**src/rtl/error_sum_serial_transmitter.sv**
```systemverilog
// Snapshots per-output error sums on iDoneProcessing and streams them as a byte frame
// over a valid/ready handshake. Define ERROR_SUM_TX_CHECKSUM_EN to append an XOR checksum byte.
module error_sum_serial_transmitter #(
    parameter int         NUM_OUTPUTS = 8,
    parameter int         SUM_WIDTH   = 32,
    parameter logic [7:0] SYNC_BYTE   = 8'hA5
) (
    input  logic                                   iClock,
    input  logic                                   iReset_n,
    input  logic                                   iDoneProcessing,
    input  logic [NUM_OUTPUTS-1:0][SUM_WIDTH-1:0]  iErrorSums,
    input  logic                                   iTxReady,
    output logic [7:0]                             oTxByte,
    output logic                                   oTxValid,
    output logic                                   oDoneProcessingFeedback,
    output logic                                   oBusy
);

    localparam int BYTES_PER_SUM = SUM_WIDTH / 8;
    localparam int PAYLOAD_BYTES = NUM_OUTPUTS * BYTES_PER_SUM;
    localparam int SHADOW_W      = PAYLOAD_BYTES * 8;
    localparam int IDX_W         = (PAYLOAD_BYTES > 1) ? $clog2(PAYLOAD_BYTES) : 1;
    localparam logic [IDX_W-1:0] LAST_IDX = IDX_W'(PAYLOAD_BYTES - 1);

`ifdef ERROR_SUM_TX_CHECKSUM_EN
    typedef enum logic [2:0] {
        IDLE, SEND_SYNC, SEND_PAYLOAD, SEND_CHECKSUM, ACK, RELEASE
    } state_t;
`else
    typedef enum logic [2:0] {
        IDLE, SEND_SYNC, SEND_PAYLOAD, ACK, RELEASE
    } state_t;
`endif

    state_t              state;
    state_t              next_state;
    logic [SHADOW_W-1:0] shadow;
    logic [IDX_W-1:0]    idx;
    logic                tx_fire;
    logic                capture;
    logic [7:0]          head_byte;
`ifdef ERROR_SUM_TX_CHECKSUM_EN
    logic [7:0]          checksum;
`endif

    // Shadow is stored with the next payload byte in the top 8 bits, so sending is a left shift.
    assign head_byte = shadow[SHADOW_W-1 -: 8];
    assign tx_fire   = oTxValid && iTxReady;
    assign capture   = (state == IDLE) && iDoneProcessing;
    assign oBusy     = (state != IDLE);

    always_ff @(posedge iClock or negedge iReset_n) begin
        if (!iReset_n) begin
            state                   <= IDLE;
            shadow                  <= '0;
            idx                     <= '0;
            oDoneProcessingFeedback <= 1'b0;
`ifdef ERROR_SUM_TX_CHECKSUM_EN
            checksum                <= '0;
`endif
        end else begin
            state <= next_state;
            // Feedback is registered, so the pulse lands in the cycle after ACK.
            oDoneProcessingFeedback <= (state == ACK);
            if (capture) begin
                for (int i = 0; i < NUM_OUTPUTS; i++) begin
                    shadow[(NUM_OUTPUTS-1-i)*SUM_WIDTH +: SUM_WIDTH] <= iErrorSums[i];
                end
                idx <= '0;
`ifdef ERROR_SUM_TX_CHECKSUM_EN
                checksum <= '0;
`endif
            end
            if (state == SEND_SYNC && tx_fire) begin
                idx <= '0;
            end
            if (state == SEND_PAYLOAD && tx_fire) begin
                shadow <= {shadow[SHADOW_W-9:0], 8'h00};
                idx    <= idx + IDX_W'(1);
`ifdef ERROR_SUM_TX_CHECKSUM_EN
                checksum <= checksum ^ head_byte;
`endif
            end
        end
    end

    always_comb begin
        next_state = state;
        oTxValid   = 1'b0;
        oTxByte    = 8'h00;
        case (state)
            IDLE: begin
                if (iDoneProcessing) next_state = SEND_SYNC;
            end
            SEND_SYNC: begin
                oTxValid = 1'b1;
                oTxByte  = SYNC_BYTE;
                if (iTxReady) next_state = SEND_PAYLOAD;
            end
            SEND_PAYLOAD: begin
                oTxValid = 1'b1;
                oTxByte  = head_byte;
                if (iTxReady && idx == LAST_IDX) begin
`ifdef ERROR_SUM_TX_CHECKSUM_EN
                    next_state = SEND_CHECKSUM;
`else
                    next_state = ACK;
`endif
                end
            end
`ifdef ERROR_SUM_TX_CHECKSUM_EN
            SEND_CHECKSUM: begin
                oTxValid = 1'b1;
                oTxByte  = checksum;
                if (iTxReady) next_state = ACK;
            end
`endif
            ACK: begin
                next_state = RELEASE;
            end
            RELEASE: begin
                if (!iDoneProcessing) next_state = IDLE;
            end
            default: begin
                next_state = IDLE;
            end
        endcase
    end

endmodule

```
**config.mk**
```make
export PLATFORM = sky130hd
export DESIGN_NAME = error_sum_serial_transmitter
export DESIGN_NICKNAME = d
export VERILOG_FILES = /design/src/rtl/error_sum_serial_transmitter.sv
export SDC_FILE = /design/constraint.sdc
export NUM_CORES = 1
export LEC_CHECK = 0
export ABC_AREA = 0
export CAP_MARGIN = 20
export CORE_ASPECT_RATIO = 0.9
export CORE_MARGIN = 4
export CORE_UTILIZATION = 30
export CTS_CLUSTER_DIAMETER = 40
export DETAILED_ROUTE_END_ITERATION = 7
export SLEW_MARGIN = 10
export SYNTH_ARGS = -nofsm -noshare
export SYNTH_HDL_FRONTEND = slang
export SYNTH_SLANG_ARGS = --single-unit
```
**constraint.sdc**
```tcl
create_clock -name iClock -period 2 [get_ports iClock]
set_input_delay 0.4 -clock iClock [delete_from_list [all_inputs] [get_ports iClock]]
set_output_delay 0.4 -clock iClock [all_outputs]
set_load 0.02 [all_outputs]
```
==> results of run 1 <==
## cell usage after synthesis (all sizes together), types with 2 or more instances
master,instances,area (um^2)
a211oi,2,15.0
a21oi,9,45.0
a22o,11,96.3
a22oi,248,1860
and2,4,25.0
buf,71,363
clkbuf,16,60.1
dfrtp,265,6630
ha,2,25.0
inv,3,11.3
nand2,500,1880
nand2b,3,18.8
nor2,4,17.5
nor2b,2,12.5
## final cells by class
class | instances | area, um^2
multi-input combinational | 798 | 4150
sequential | 265 | 6630
inverter | 3 | 11.3
timing repair buffer | 362 | 3660
clock inverter | 21 | 226
tap | 476 | 596
clock buffer | 55 | 1210
fill | 3468 | 19900
## cells by family (layout without fill, tap and decap cells)
logic type	Yosys count	after routing
simple gates	521	521
compound gates	274	274
flops	265	265
buf+inv	90	441
fa+ha+maj	2	2
xor+xnor	1	1
## what timing repair did
action                                 4_1_cts  5_1_grt
endpoints found under the hold margin       33        0
pin swaps                                    4        3
setup endpoints to repair                   10       61
hold buffers                                 1        0
setup buffers                                3        1
gates resized for setup                     60       11
## routing by layer
metal  up-vias  GRT usage (%)  wire length, um
met5         -              0                0
met4         0           4.36              670
met3        51           2.71             1630
met2       263           26.8            16400
met1      4777           23.4            15800
li1       4630              -                -
## power by group
| group | total, mW | internal, mW | switching, mW | leakage (nW) |
|---|---|---|---|---|
| combinational | 8.19 | 3.76 | 4.43 | 3.86 |
| sequential | 9.54 | 7.98 | 1.56 | 3.29 |
| clock | 7.33 | 4.70 | 2.64 | 0.686 |
## worst max-delay path by stage
stage / to / slack, ns / cells after the start
2_1_floorplan: oTxByte[0] / 0.36 / 4
3_3_place_gp: shadow[95] / -0.05 / 6
3_5_place_dp: shadow[19] / -0.06 / 6
4_1_cts: oTxByte[6] / 0.001 / 5
5_1_grt: oTxByte[6] / -0.06 / 4
6_report: oTxByte[5] / 0.01 / 6
## worst max-delay path: stages, from the launching register on
cell and delay, ns:
sky130_fd_sc_hd__dfrtp_1 0.39, sky130_fd_sc_hd__inv_2 0.08, sky130_fd_sc_hd__nor2_1 0.09, sky130_fd_sc_hd__buf_4 0.14, sky130_fd_sc_hd__nand2_1 0.08, sky130_fd_sc_hd__a21oi_2 0.14, sky130_fd_sc_hd__buf_4 0.15
## per-stage QoR
step	hold slack [ns]	cell area (um^2)	util [%]	setup TNS, ns
3_3_place_gp	0.347	15000	41.1	-3.13
3_5_place_dp	0.347	15000	41.1	-4.60
2_1_floorplan	0.104	11200	-	0
4_1_cts	0.379	16400	45.2	0
6_report	0.390	16500	45.3	0
5_1_grt	0.403	16500	45.3	-0.462
## registers in the layout, summed over array words and instances, names as in the netlist
register and cells:
shadow 256, idx 5, state 3, oDoneProcessingFeedback 1
==> results_tabular.tex, run 1 <==
\begin{tabular}{lr}
\hline
Metric & Value \\
\hline
\multicolumn{2}{l}{\textbf{Status}} \\
\quad Status & complete, no violations \\
\multicolumn{2}{l}{\textbf{Die}} \\
\quad Starting density of the core & a little under a third \\
\quad Width of the die & roughly 210 um \\
\quad Top-Level Pins & about 270 \\
\quad Height of the die & between 150 and 200 um \\
\quad Row Count & 66 \\
\quad Std-Cell Core Area & around 36000 um\^{}2 \\
\quad Die Footprint & $\sim$40000 um\^{}2 \\
\multicolumn{2}{l}{\textbf{Synth}} \\
\quad Mean Syn Cell Area & slightly below 10 um\^{}2 \\
\quad \#FFs+latches synth & $\sim$270 \\
\quad Ys async rst share & 100\% \\
\quad Cell count after synthesis & between 1000 and 1500 \\
\quad Count of warnings emitted by yosys & 0 \\
\quad XOR/XNOR Fraction of Synth Area & less than 1\% \\
\quad Fraction of the yosys area taken by sequential cells & 59.4\% \\
\quad Adder and majority cell fraction of the synthesized area & less than 1\% \\
\quad Synthesized cell area & between 10000 and 15000 um\^{}2 \\
\quad Total nets after synthesis & around 1400 \\
\quad Count of flip-flops with a built-in enable after synthesis & 0 \\
\quad Post-synthesis mux area share & 0\% \\
\quad Combinational family with the most area after synthesis & compound AO/OA/AOI/OAI gates \\
\quad Post-synthesis simple-gate area fraction & 18.1\% \\
\quad Area fraction in compound gates after synthesis & 18.3\% \\
\quad Dominant register cell in the synthesized netlist & sky130\_fd\_sc\_hd\_\_dfrtp\_1 \\
\quad Count of unique library cells instantiated by Yosys & 31 \\
\multicolumn{2}{l}{\textbf{Clock network}} \\
\quad Clock tree root buffer cell & sky130\_fd\_sc\_hd\_\_clkbuf\_16 \\
\quad Number of CTS-inserted buffers & 42 \\
\quad Total clock sinks & roughly 270 \\
\quad Maximum level of the CTS H-tree & 2 \\
\quad Clk\_lat worst skew & 0.52 ns \\
\quad Clock tree from TritonCTS & built \\
\quad Clk pin slew, worst setup/hold paths & approximately 0.06 ns \\
\quad Maximum buffer depth of the clock tree & 3 \\
\multicolumn{2}{l}{\textbf{Timing}} \\
\quad Worst-margin pin slew & 0.426 ns \\
\quad Count of final setup violators & 0 \\
\quad Achievable clock frequency & a little over 500 MHz \\
\quad Number of failing hold endpoints at the final stage & 0 \\
\quad Minimum period implied by the final worst setup slack & about 2.0 ns \\
\quad Max-slew violation count & 0 \\
\quad Final worst-path setup slack & roughly 0.011 ns \\
\quad Unrepaired setup endpoints after global routing & true \\
\quad Post-route clock skew & approximately 0.010 ns \\
\quad Post-route clock period utilization & 99.5\% \\
\quad Relative slew slack & a little over 70\% \\
\multicolumn{2}{l}{\textbf{Setup path}} \\
\quad Worst reg2reg path endpoint & shadow[196] \\
\quad Worst path required time & roughly 1.6 ns \\
\quad Logic depth of the worst register-to-register path & 9 \\
\quad Launching point of the worst reg2reg path & state[0] \\
\quad Worst Setup Start Kind & register \\
\quad Setup slack, reg-to-reg & about 0.1 ns \\
\quad Critical Setup Path Class & reg2out \\
\quad Crit. End Element & primary output \\
\quad CP Max Fanout & 6 \\
\quad Worst EP arrival & $\sim$1.6 ns \\
\quad Launch point of the critical path & state[1] \\
\multicolumn{2}{l}{\textbf{Placed design}} \\
\quad Gpl congestion & 0.815 \\
\quad Placed Cells & roughly 1900 \\
\quad Placed wire-length estimate & 24600 um \\
\quad Placement-stage worst setup slack & -0.0624 ns \\
\quad Number of buffers inserted by port buffering & 270 \\
\multicolumn{2}{l}{\textbf{Detailed routing}} \\
\quad Routed wire per std cell & 17.4 um \\
\quad Total number of vias & around 9700 \\
\quad DR pass1 iterations & 5 \\
\quad Detailed-route vias per instance & about 4.9 \\
\quad DRC & 0 \\
\quad Overall routed net length & 34500 um \\
\quad Antenna-violating nets left & 0 \\
\quad Initial DRC Count & roughly 820 \\
\multicolumn{2}{l}{\textbf{GRT}} \\
\quad Wire length of the first global-routing pass & about 54000 um \\
\quad Overall Global Routing Usage & $\sim$17\% \\
\quad Via count of the first global-routing pass & 10117 \\
\quad Gr ovfl total & 0 \\
\quad Maximum number of pins on one net before global-route repair & between 50 and 60 \\
\quad Initial antenna violation count & 0 \\
\multicolumn{2}{l}{\textbf{Pwr}} \\
\quad Leak Pwr & a little under 8 nW \\
\quad Worst supply voltage drop on vdd & around 580 uV \\
\quad Total power consumption of the routed design & approximately 25 mW \\
\quad Power per Cell Area & approximately 1500 nW/um\^{}2 \\
\multicolumn{2}{l}{\textbf{Hold path}} \\
\quad Hold Path Class & in2async \\
\multicolumn{2}{l}{\textbf{Finish}} \\
\quad Top library cells by usage in the layout, fill and taps aside & sky130\_fd\_sc\_hd\_\_nand2\_1 (500), sky130\_fd\_sc\_hd\_\_dfrtp\_1 (264), sky130\_fd\_sc\_hd\_\_clkdlybuf4s50\_1 (259) \\
\quad Layout Cells excl Fill & between 1500 and 2000 \\
\quad Signed area change from the synthesized netlist to the final layout & 47.6\% \\
\quad Share of layout cells above drive strength 1 & around an eighth \\
\quad Antenna diode count & 0 \\
\quad Net count, final & about 1700 \\
\quad Commonest non-fill, non-tap cell in the layout & sky130\_fd\_sc\_hd\_\_nand2\_1 \\
\multicolumn{2}{l}{\textbf{Job}} \\
\quad Max\_cap viols & 0 \\
\hline
\end{tabular}
Power figures use the tool's default switching activity.
==> run 2: changes to the inputs <==
Clock period 2 ns to 2.6 ns, I/O delays scaled along.
==> results_tabular.tex, run 2 (synthesized netlist as in run 1, its figures left out) <==
\begin{tabular}{lr}
\hline
Metric & Value \\
\hline
\multicolumn{2}{l}{\textbf{Clock network}} \\
\quad Clk\_lat worst skew & 0.53 ns (about the same) \\
\quad Total clock sinks & 265 (unchanged) \\
\quad Clock tree from TritonCTS & built \\
\quad Clock tree root buffer cell & sky130\_fd\_sc\_hd\_\_clkbuf\_16 \\
\quad Number of CTS-inserted buffers & 42 (unchanged) \\
\quad Maximum buffer depth of the clock tree & 3 (unchanged) \\
\quad Clk pin slew, worst setup/hold paths & 0.06 ns (about the same) \\
\quad Maximum level of the CTS H-tree & 2 (unchanged) \\
\quad Number of post-CTS setup repair buffers & 0 (-3) \\
\multicolumn{2}{l}{\textbf{Setup path}} \\
\quad Worst Setup Start Kind & register \\
\quad Setup slack, reg-to-reg & 0.66 ns (+0.56 ns) \\
\quad Worst reg2reg path endpoint & shadow[28] \\
\quad Crit. End Element & primary output \\
\quad Worst EP arrival & 1.84 ns (+0.25 ns) \\
\quad Launching point of the worst reg2reg path & state[2] \\
\quad Critical Setup Path Class & reg2out \\
\quad Launch point of the critical path & state[1] \\
\quad Worst path required time & 2.08 ns (+0.48 ns) \\
\quad CP Max Fanout & 8 (+2) \\
\quad Logic depth of the worst register-to-register path & 6 (-3) \\
\quad Worst setup endpoint & oTxByte[5] \\
\multicolumn{2}{l}{\textbf{Detailed routing}} \\
\quad Detailed-route vias per instance & 4.92 (+0.29\%) \\
\quad Antenna-violating nets left & 0 (unchanged) \\
\quad DR pass1 iterations & 5 (unchanged) \\
\quad Total number of vias & 9552 (-1.7\%) \\
\quad DRC & 0 (unchanged) \\
\quad Routed wire per std cell & 17.4 um (+0.15\%) \\
\quad Overall routed net length & 33800 um (-1.9\%) \\
\quad Initial DRC Count & 711 (-13\%) \\
\multicolumn{2}{l}{\textbf{Pwr}} \\
\quad Power per Cell Area & 1170 nW/um\^{}2 (-23\%) \\
\quad Leak Pwr & 7.70 nW (-1.7\%) \\
\quad Worst supply voltage drop on vdd & 493 uV (-14\%) \\
\multicolumn{2}{l}{\textbf{Finish}} \\
\quad Share of layout cells above drive strength 1 & 8.74\% (-3.8 points) \\
\quad Antenna diode count & 0 (unchanged) \\
\quad Signed area change from the synthesized netlist to the final layout & 44.5\% \\
\quad Largest registers & shadow (256), idx (5), state (3) \\
\quad Flip-flop count of the largest register after layout & 256 (unchanged) \\
\quad Net count, final & 1695 (-2.2\%) \\
\quad Commonest non-fill, non-tap cell in the layout & sky130\_fd\_sc\_hd\_\_nand2\_1 \\
\quad Core Util, Final & 44.3\% (-0.96 points) \\
\quad Register with the highest flop count & shadow \\
\quad Top library cells by usage in the layout, fill and taps aside & sky130\_fd\_sc\_hd\_\_nand2\_1 (500), sky130\_fd\_sc\_hd\_\_dfrtp\_1 (265), sky130\_fd\_sc\_hd\_\_clkdlybuf4s50\_1 (259) \\
\multicolumn{2}{l}{\textbf{Timing}} \\
\quad Post-route clock period utilization & between 90\% and 100\% \\
\quad Count of final setup violators & 0 (unchanged) \\
\quad Sum of negative setup slack & 0 ns (unchanged) \\
\quad Max-slew violation count & 0 (unchanged) \\
\quad Post-route clock skew & 0.0212 ns (+0.0108 ns) \\
\quad Minimum period implied by the final worst setup slack & 2.36 ns \\
\quad Unrepaired setup endpoints after global routing & false \\
\quad Number of failing hold endpoints at the final stage & 0 (unchanged) \\
\quad Achievable clock frequency & 424 MHz \\
\quad Worst-margin pin slew & 0.522 ns (+0.0960 ns) \\
\quad Relative slew slack & 65.2\% (-6.4 points) \\
\multicolumn{2}{l}{\textbf{Die}} \\
\quad Height of the die & 191 um (unchanged) \\
\quad Starting density of the core & 30.7\% (unchanged) \\
\quad Top-Level Pins & 271 (unchanged) \\
\quad Std-Cell Core Area & 36400 um\^{}2 (unchanged) \\
\quad Row Count & 66 (unchanged) \\
\quad Die Footprint & 40400 um\^{}2 (unchanged) \\
\quad Width of the die & 211 um (unchanged) \\
\multicolumn{2}{l}{\textbf{Status}} \\
\quad Status & complete, no violations \\
\multicolumn{2}{l}{\textbf{Placed design}} \\
\quad Number of buffers inserted by port buffering & 270 (unchanged) \\
\quad Placed wire-length estimate & 23800 um (-3.5\%) \\
\quad Gpl congestion & 0.819 (+0.38\%) \\
\multicolumn{2}{l}{\textbf{GRT}} \\
\quad Wire length of the first global-routing pass & 52900 um (-2.9\%) \\
\quad Overall Global Routing Usage & 16.1\% (-0.48 points) \\
\quad Initial antenna violation count & 1 (+1) \\
\quad Gr ovfl total & 0 (unchanged) \\
\quad Via count of the first global-routing pass & 9884 (-2.3\%) \\
\quad Maximum number of pins on one net before global-route repair & 58 (unchanged) \\
\multicolumn{2}{l}{\textbf{Job}} \\
\quad Max\_cap viols & 0 (unchanged) \\
\multicolumn{2}{l}{\textbf{Hold path}} \\
\quad Hold Path Cell Cnt & 2 \\
\quad Hold Path Class & reg2reg \\
\quad Launch instance of the worst min-delay path & shadow[152] \\
\hline
\end{tabular}
run 2: worst min-delay path by stage:
stage,end,slack (ns)
after floorplan,idx[0],0.22
after global placement,shadow[249],0.45
after detailed placement,shadow[249],0.46
after CTS,shadow[115],0.48
after global routing,shadow[167],0.49
final,shadow[152],0.47
run 2: metal layers:
layer	track usage (%)	wire, um	up-vias
li1	-	-	4554
met1	22.2	15000	4689
met2	25.7	15900	258
met3	4.02	2320	49
met4	4.21	603	2
met5	0	12	-
run 2: final cells by class:
| type | instances | area [um^2] |
|---|---|---|
| fill | 3468 | 20300 |
| sequential | 265 | 6630 |
| multi-input combinational | 798 | 4120 |
| timing repair buffer | 323 | 3350 |
| clock buffer | 50 | 1120 |
| tap | 476 | 596 |
| clock inverter | 25 | 312 |
| inverter | 3 | 11.3 |
run 2: repair_timing:
item | CTS | global route
resized for setup | 6 | 5
endpoints found under the hold margin | 47 | 0
endpoints found under the setup margin | 5 | 5
hold buffers | 1 | 0
run 2: through the flow:
step | setup slack, ns | std cells | instance area, um^2 | power (mW) | hold WS (ns)
finish | 0.241 | 1940 | 16100 | 18.9 | 0.472
floorplan | 0.840 | 1153 | 11200 | 10.9 | 0.224
global route | 0.137 | 1940 | 16100 | 20.3 | 0.486
global placement | 0.266 | 1864 | 14700 | 13.1 | 0.455
detailed placement | 0.226 | 1864 | 14700 | 13.3 | 0.461
CTS | 0.00360 | 1940 | 16100 | 19.1 | 0.475
run 2: worst max-delay path, stage by stage, from the launching register on:
cell and delay [ns]:
sky130_fd_sc_hd__dfrtp_1 0.38, sky130_fd_sc_hd__buf_4 0.17, sky130_fd_sc_hd__nand2b_1 0.23, sky130_fd_sc_hd__a21oi_1 0.17, sky130_fd_sc_hd__dlygate4sd2_1 0.35
run 2: power by group:
part           leakage [nW]  total (mW)  switching (mW)  internal (mW)
Combinational          3.72        5.89            3.33           2.56
Clock                 0.697        5.68            2.05           3.63
Sequential             3.29        7.29            1.16           6.13
